===== src/rtl/skolem_chk_serial_shr.sv =====
// One-bit-per-cycle logical right shifter with a saturating shift-amount counter.
module skolem_chk_serial_shr #(
    parameter int WIDTH = 4,
    parameter int CW    = 3
) (
    input  logic             clk,
    input  logic             rst,
    input  logic             load_i,
    input  logic             shift_en_i,
    input  logic [WIDTH-1:0] s_i,
    input  logic [WIDTH-1:0] amt_i,
    output logic [WIDTH-1:0] sh_o,
    output logic             done_o
);

    logic [WIDTH-1:0] sh_q;
    logic [CW-1:0]    cnt_q;
    logic [CW-1:0]    cnt_d;

    // Shifting more than WIDTH times is indistinguishable from WIDTH times.
    always_comb begin
        cnt_d = CW'(amt_i);
        if (amt_i >= WIDTH'(WIDTH)) begin
            cnt_d = CW'(WIDTH);
        end
    end

    always_ff @(posedge clk) begin
        if (rst) begin
            cnt_q <= '0;
        end else if (load_i) begin
            cnt_q <= cnt_d;
        end else if (shift_en_i && cnt_q != '0) begin
            cnt_q <= cnt_q - CW'(1);
        end
    end

    always_ff @(posedge clk) begin
        if (load_i) begin
            sh_q <= s_i;
        end else if (shift_en_i) begin
            sh_q <= sh_q >> 1;
        end
    end

    assign sh_o   = sh_q;
    assign done_o = (cnt_q == CW'(1));

endmodule


===== config.mk =====
export PLATFORM = sky130hd
export DESIGN_NAME = skolem_chk_serial_shr
export DESIGN_NICKNAME = d
export VERILOG_FILES = /design/src/rtl/skolem_chk_serial_shr.sv
export SDC_FILE = /design/constraint.sdc
export NUM_CORES = 1
export LEC_CHECK = 0
export ABC_CLOCK_PERIOD_IN_PS = 1300
export CELL_PAD_IN_SITES_DETAIL_PLACEMENT = 1
export CELL_PAD_IN_SITES_GLOBAL_PLACEMENT = 1
export CORE_UTILIZATION = 30
export DETAILED_ROUTE_END_ITERATION = 12
export DONT_BUFFER_PORTS = 1
export MAX_ROUTING_LAYER = met4
export PLACE_DENSITY_LB_ADDON = 0.1
export SLEW_MARGIN = 20
export SYNTH_ARGS = -nofsm -noshare
export SYNTH_HDL_FRONTEND = slang
export SYNTH_SLANG_ARGS = --single-unit

===== constraint.sdc =====
create_clock -name clk -period 1.3 [get_ports clk]
set_input_delay 0.26 -clock clk [delete_from_list [all_inputs] [get_ports clk]]
set_output_delay 0.26 -clock clk [all_outputs]
set_load 0.1 [all_outputs]

Word level (Yosys, flattened, before mapping)
Cells that the tools add are included.
{"block": "totals", "register_bits": 7, "latchBits": 0, "mem_bits_rw": 0, "mem_bits_ro": 0, "inputBits": 12, "out_inout_bits": 5, "elab_cells": 14, "mem_count": 0}
{"block": "op_classes", "addsub": 1, "mul": 0, "n_div": 0, "order_cmp": 1, "n_eq_ne": 1, "n_shift": 0, "n_mux": 5, "n_bitwise": 0, "n_reduce_logical": 4}
{"cell": "$mux 3", "n": 3}
{"cell": "$mux 4", "n": 2}
{"cell": "$ge 4x3->1 const B", "n": 1}
{"cell": "$reduce_bool 2->1", "n": 2}
{"cell": "$eq 3x1->1 const B", "n": 1}
{"cell": "$reduce_bool 3->1", "n": 1}
{"cell": "$sub 3x1->3 const B", "n": 1}
{"cell": "$logic_and 1x1->1", "n": 1}

Depth between registers and ports, before layout
Gate-level depths: netlist (run 1).
{"block": "depth", "depth_word": 4, "ltp_mapped": 5, "depth_no_buf": 5}

Worst setup path after synthesis (run 1)
Ideal clock, no wire load.
{"block": "synth_path", "path_kind": "register to register", "start": "register sh_q[1], in the netlist sh_o[1]", "end": "register sh_q[0], in the netlist sh_o[0], data pin", "setup_time_ps": 261, "arrival_ps": 1175, "required_time_ps": 1039, "slack_ps": -136, "stages_incl_launch_ff": 2, "path_buffers": 0, "period_less_slack_ps": 1436, "path_cell_list": "edfxtp_1 > mux2_2"}
{"block": "synth_between", "elab_chain_len": 2}
{"element": "start: declaration", "line_no": "16", "source": "logic [WIDTH-1:0] sh_q;"}
{"element": "start signal: assignment", "line_no": "40", "source": "sh_q <= s_i;"}
{"element": "start signal: assignment", "line_no": "42", "source": "sh_q <= sh_q >> 1;"}
{"element": "$mux 4", "line_no": "41", "source": "end else if (shift_en_i) begin"}
{"element": "$mux 4", "line_no": "39", "source": "if (load_i) begin"}
Every way passes these cells. The select of a mux whose other input is x is not followed.
A chain may end at the register's enable or synchronous reset.

Final worst setup path (run 1)
{"block": "layout_path", "start": "register cnt_q[1]", "end": "output port done_o"}
{"block": "layout_between", "elab_chain_len": 1}
{"element": "start: declaration", "line_no": "17", "source": "logic [CW-1:0] cnt_q;"}
{"element": "start signal: assignment", "line_no": "32", "source": "cnt_q <= cnt_d;"}
{"element": "start signal: assignment", "line_no": "34", "source": "cnt_q <= cnt_q - CW'(1);"}
{"element": "$eq 3x1->1", "line_no": "47", "source": "assign done_o = (cnt_q == CW'(1));"}
{"element": "end: declaration", "line_no": "13", "source": "output logic done_o"}
Every way passes these cells.

==> flow_summary.json, run 1 <==
{
  "synthXorXnorAreaFrac": 0,
  "final.setup.tns_ns": -0.146,
  "cts-root-buf": "clkbuf_4",
  "layout.nets": 58,
  "ioPinCount": 17,
  "maxCapViolCount": 0,
  "vias_per_cell": 5.23,
  "die_w_microns": 38.5,
  "hold_depth": 1,
  "r2r-start": "cnt_q[0]",
  "holdCritPathClass": "in -> reg",
  "startpoint_type": "flop",
  "cellPowerDensity_nw_per_um2": 1310,
  "portBuffers": 0,
  "cp.arrival_ns": 1.14,
  "grt_remaining_overflow": 0,
  "num_antenna_cells": 0,
  "dpl_cell_area_sq_um": 463,
  "synth_top_family_by_area": "simple AND/OR/NAND/NOR gates",
  "route.detailed.drc": 0,
  "finClkSkew_ns": 0.00319,
  "ys.flop_type": "edfxtp_1",
  "vias": 293,
  "synthesis.nets": 48,
  "yosys.cell_types.count": 21,
  "hold_path_end": "cnt_q[0]",
  "clkTransAtPathRegs_ns": 0.06,
  "leakage_nw": 0.195,
  "failed_checks": "setup timing",
  "period_minus_slack_ns": 1.40,
  "synth_edf_count": 4,
  "hold_slack_ns": 0.0671,
  "num_rows": 12,
  "clock_latency_ns": 0.25,
  "timing.final.hold_violations": 0,
  "dr.pass1.iters": 1,
  "r2r_cells": 5,
  "gp_congestion": 0.649,
  "synth-compound-area-share": 0.169,
  "yosysWarnings": 0,
  "cts_tree": "built",
  "fp.dieArea_sq_um": 1480,
  "avgSynthCellArea_sq_um": 12.1,
  "synthMuxAreaShare": 0.0844,
  "start_util": 0.342,
  "finalCritPeriodShare": 1.08,
  "wl_microns": 769,
  "rr_endpoint": "cnt_q[0]",
  "cts_buffers": 3,
  "finish.cell_count_without_fillers": 56,
  "placedCellCount": 51,
  "endpoint_kind": "output port",
  "cts_buffer_depth": 2,
  "antenna_found_initial": 0,
  "grt_first_pass_wirelength_microns": 1360,
  "grt.total_usage": 0.142,
  "vdd_drop_max_mv": 0.579,
  "areaGrowthSynthToFinish_pct": 31.9,
  "setup_viol": 2,
  "htree_levels": 1,
  "tightest_slew_ns": 0.279,
  "ant_nets": 0,
  "synthAdderAreaFrac": 0.0938,
  "die_h_microns": 38.5,
  "max-slew-margin-rel": 0.813,
  "grt_max_degree": 13,
  "cts.sinks": 7,
  "synthCells": 33,
  "grt_pass1_vias": 333,
  "async_reset_ff_frac": 0,
  "avgRoutedWirePerCell_microns": 13.7,
  "dpl.hpwl_microns": 620,
  "synth-seq-cells": 7,
  "hold_start": "rst",
  "final_layout_size_suffix_gt1_frac": 0.643,
  "status": "finished with violations",
  "crit_required_ns": 1.04,
  "setup_ws_ns": -0.101,
  "rsz0062_at_grt": "yes",
  "drtIter0Drc": 0,
  "path_class": "reg -> out",
  "final_max_slew_viol_count": 0,
  "final_core_util": 0.451,
  "fin_area_sq_um": 528,
  "r2r_slack_ns": -0.04,
  "syn-cell-area_sq_um": 400,
  "num-fill-cells": 135,
  "crit_fanout": 3,
  "yosys.area_share.simple": 0.172,
  "cts_hold_buf": 0,
  "max_freq_mhz": 714,
  "synth_seq_area_share": 0.450,
  "core-area_sq_um": 1170
}
cells in the mapped netlist, drive strengths merged (2+ instances only):
master  instances  share of area
mux2            3          0.084
nor2            2          0.019
ha              3          0.094
edfxtp          4           0.30
inv             2          0.019
dfxtp           3           0.15
a211oi          2          0.037
cell families after synthesis:
group	after synthesis
simple gates	9
compound gates	8
flops	7
buf+inv	3
fa+ha+maj	3
mux	3
layout make-up:
type	count	area, sq um	share of cell area
Timing Repair Buffer	6	57.6	0.109
Clock buffer	3	22.5	0.0427
Tap cell	14	17.5	0.0332
Multi-Input combinational cell	23	235	0.445
Clock inverter	1	5.00	0.00948
Inverter	2	7.51	0.0142
Sequential cell	7	183	0.346
power breakdown:
part / leakage [nW] / internal (mW) / switching (mW)
combinational: 0.110 / 0.0699 / 0.152
sequential: 0.0670 / 0.258 / 0.0127
clock: 0.0177 / 0.113 / 0.0865
sequential cells by signal (all words and copies together) (netlist names):
signal / count
sh_o: 4
cnt_q: 3
placed cells by master (no fill, tap or decap):
cell type,Yosys,layout
inv_2,0,1
and2_1,1,1
a311oi_2,0,1
and2b_2,1,1
a21oi_1,1,1
ha_2,0,2
nand2b_4,1,1
a211oi_1,2,2
nor2_1,2,2
a2111oi_2,1,1
buf_4,0,5
o21ai_1,1,1
a311o_2,1,1
clkbuf_4,0,3
edfxtp_1,4,4
dfxtp_1,3,1
clkinv_2,0,1
or2_2,1,1
a21boi_2,0,1
ha_4,0,1
mux2_2,3,3
inv_1,2,1
dfxtp_2,0,2
nand2_1,1,1
buf_12,0,1
and4b_4,1,1
nand4b_1,1,1
worst max-delay path by stage:
stage                   from        to  slack (ns)  cells past startpoint
CTS                 cnt_q[1]    done_o       -0.11                      4
global placement    cnt_q[0]  cnt_q[0]        0.02                      5
finish              cnt_q[1]    done_o       -0.10                      4
global route        cnt_q[1]    done_o       -0.15                      4
detailed placement  cnt_q[0]  cnt_q[0]       -0.05                      5
floorplan            sh_o[1]   sh_o[0]       -0.14                      1
what timing repair did:
item	4_1_cts	5_1_grt
setup buffers	1	0
pin swaps	0	2
resized for setup	5	5
endpoints found under the setup margin	2	4
through the flow:
step,setup WS [ns],total power [mW]
detailed placement,-0.0536,0.484
global placement,0.0209,0.479
global route,-0.155,0.728
CTS,-0.114,0.695
floorplan,-0.136,0.446
finish,-0.101,0.691
worst max-delay path, stage by stage, from the launching register on:
cell	delay (ns)
dfxtp_2	0.33
inv_2	0.05
ha_4	0.14
and2b_2	0.20
buf_12	0.16
metal layers:
layer / up-vias / GRT usage / routed length [microns]
met5: - / - / 0
met4: 0 / 0.0517 / 0
met3: 0 / 0.0581 / 54
met2: 11 / 0.221 / 398
met1: 141 / 0.164 / 316
li1: 141 / - / -
(Power assumes the default switching activity.)
==> run 2, diff against run 1 <==
--- a/config.mk
+++ b/config.mk
@@ -5,10 +5,10 @@
 export SDC_FILE = /design/constraint.sdc
 export NUM_CORES = 1
 export LEC_CHECK = 0
-export ABC_CLOCK_PERIOD_IN_PS = 1300
 export CELL_PAD_IN_SITES_DETAIL_PLACEMENT = 1
 export CELL_PAD_IN_SITES_GLOBAL_PLACEMENT = 1
 export CORE_UTILIZATION = 30
+export CTS_BUF_LIST = sky130_fd_sc_hd__clkbuf_4 sky130_fd_sc_hd__clkbuf_8 sky130_fd_sc_hd__clkbuf_16
 export DETAILED_ROUTE_END_ITERATION = 12
 export DONT_BUFFER_PORTS = 1
 export MAX_ROUTING_LAYER = met4
==> results of run 2 <==
Same layout as run 1: the final DEF is identical, and so are final timing and power.
==> run 3, diff against run 2 <==
--- a/config.mk
+++ b/config.mk
@@ -17,3 +17,4 @@
 export SYNTH_ARGS = -nofsm -noshare
 export SYNTH_HDL_FRONTEND = slang
 export SYNTH_SLANG_ARGS = --single-unit
+export TNS_END_PERCENT = 5
==> flow_summary.json, run 3 (synthesized netlist as in run 1, its figures left out) <==
{
  "die_h_microns": 38.5,
  "path_class": "reg -> out",
  "timing.final.hold_violations": 0,
  "cts_hold_buf": 0,
  "vdd_drop_max_mv": 0.578,
  "failed_checks": "setup timing",
  "startpoint_type": "flop",
  "finClkSkew_ns": 0.00393,
  "layout_commonest_cell": "buf_4",
  "clkTransAtPathRegs_ns": 0.06,
  "cts-root-buf": "clkbuf_4",
  "layout.nets": 58,
  "ant_nets": 0,
  "ioPinCount": 17,
  "drtIter0Drc": 4,
  "final.setup.tns_ns": -0.150,
  "wl_microns": 770,
  "crit_required_ns": 1.04,
  "final_max_slew_viol_count": 0,
  "dpl.hpwl_microns": 620,
  "setup_ws_ns": -0.0993,
  "r2r_cells": 5,
  "multi_input_area_sq_um": 235,
  "rr_endpoint": "cnt_q[0]",
  "endpoint_kind": "output port",
  "die_w_microns": 38.5,
  "finish.cell_count_without_fillers": 56,
  "max_freq_mhz": 715,
  "tightest_slew_ns": 0.448,
  "num_rows": 12,
  "cellPowerDensity_nw_per_um2": 1300,
  "cts_tree": "built",
  "hold_depth": 1,
  "grt.total_usage": 0.142,
  "grt_first_pass_wirelength_microns": 1360,
  "vias_per_cell": 5.36,
  "num-fill-cells": 134,
  "hold_start": "rst",
  "status": "finished with violations",
  "clock_latency_ns": 0.25,
  "max-slew-margin-rel": 0.700,
  "final_layout_size_suffix_gt1_frac": 0.571,
  "mostFrequentLayoutCells": "buf_4, edfxtp_1, mux2_2, clkbuf_4",
  "regArea_sq_um": 183,
  "r2r-start": "cnt_q[0]",
  "maxCapViolCount": 0,
  "grt_remaining_overflow": 0,
  "fin_area_sq_um": 528,
  "htree_levels": 1,
  "route.detailed.drc": 0,
  "hold_slack_ns": 0.0617,
  "areaGrowthSynthToFinish_pct": 31.9,
  "setup_viol": 2,
  "final_core_util": 0.451,
  "vias": 300,
  "fp.dieArea_sq_um": 1480,
  "cts_buffers": 3,
  "dr.pass1.iters": 2,
  "avgRoutedWirePerCell_microns": 13.8,
  "grt_max_degree": 13,
  "leakage_nw": 0.196,
  "gp_congestion": 0.649,
  "finalCritPeriodShare": 1.08,
  "core-area_sq_um": 1170,
  "num_antenna_cells": 0,
  "holdCritPathClass": "in -> reg",
  "cts.sinks": 7,
  "period_minus_slack_ns": 1.40,
  "cts_buffer_depth": 2,
  "crit_fanout": 3,
  "rsz0062_at_grt": "yes",
  "r2r_slack_ns": -0.05,
  "dpl_cell_area_sq_um": 463,
  "placedCellCount": 51,
  "largest_reg_flops": 4,
  "antenna_found_initial": 0,
  "start_util": 0.342,
  "hold_path_end": "cnt_q[0]",
  "portBuffers": 0,
  "grt_pass1_vias": 333,
  "cp.arrival_ns": 1.14
}
-- run 3: report_power, final --
| part | leakage [nW] | total [mW] | switching, mW | internal [mW] |
|---|---|---|---|---|
| clock network | 0.0177 | 0.199 | 0.0860 | 0.113 |
| registers | 0.0670 | 0.270 | 0.0122 | 0.258 |
| logic | 0.111 | 0.219 | 0.151 | 0.0683 |
| total | 0.196 | 0.688 | 0.249 | 0.439 |
-- run 3: stage by stage --
stage / setup WS [ns] / total power, mW
floorplan: -0.136 / 0.446
global placement: 0.0209 / 0.479
detailed placement: -0.0536 / 0.484
CTS: -0.114 / 0.695
global route: -0.155 / 0.727
finish: -0.0993 / 0.688
-- run 3: worst max-delay path, stage by stage, from the launching register on --
cell	delay, ns
dfxtp_2	0.33
inv_2	0.05
ha_4	0.14
and2b_2	0.20
buf_12	0.16
-- run 3: repair_timing --
action	4_1_cts	5_1_grt
pin swaps	0	1
buffers inserted	1	0
setup endpoints to repair	2	4
gates resized for setup	5	3
-- run 3: layer usage --
metal  global-route usage  vias to the layer above  part of all wire
met4               0.0517                        0                 0
met2                0.221                       11              0.52
li1                     -                      143                 -
met1                0.164                      146              0.41
met5                    -                        -                 0
met3               0.0581                        0             0.065
-- run 3: how the worst max path moves through the flow --
stage | startpoint | to | slack [ns] | cells after the start
floorplan | sh_o[1] | sh_o[0] | -0.14 | 1
global placement | cnt_q[0] | cnt_q[0] | 0.02 | 5
detailed placement | cnt_q[0] | cnt_q[0] | -0.05 | 5
CTS | cnt_q[1] | done_o | -0.11 | 4
global route | cnt_q[1] | done_o | -0.15 | 4
finish | cnt_q[1] | done_o | -0.1 | 4
-- run 3: cell type report --
class	instances	share of cell area
multi-input combinational	23	0.445
sequential	7	0.346
timing repair buffer	6	0.109
clock buffer	3	0.0427
tap	14	0.0332
inverter	2	0.0142
clock inverter	1	0.00948
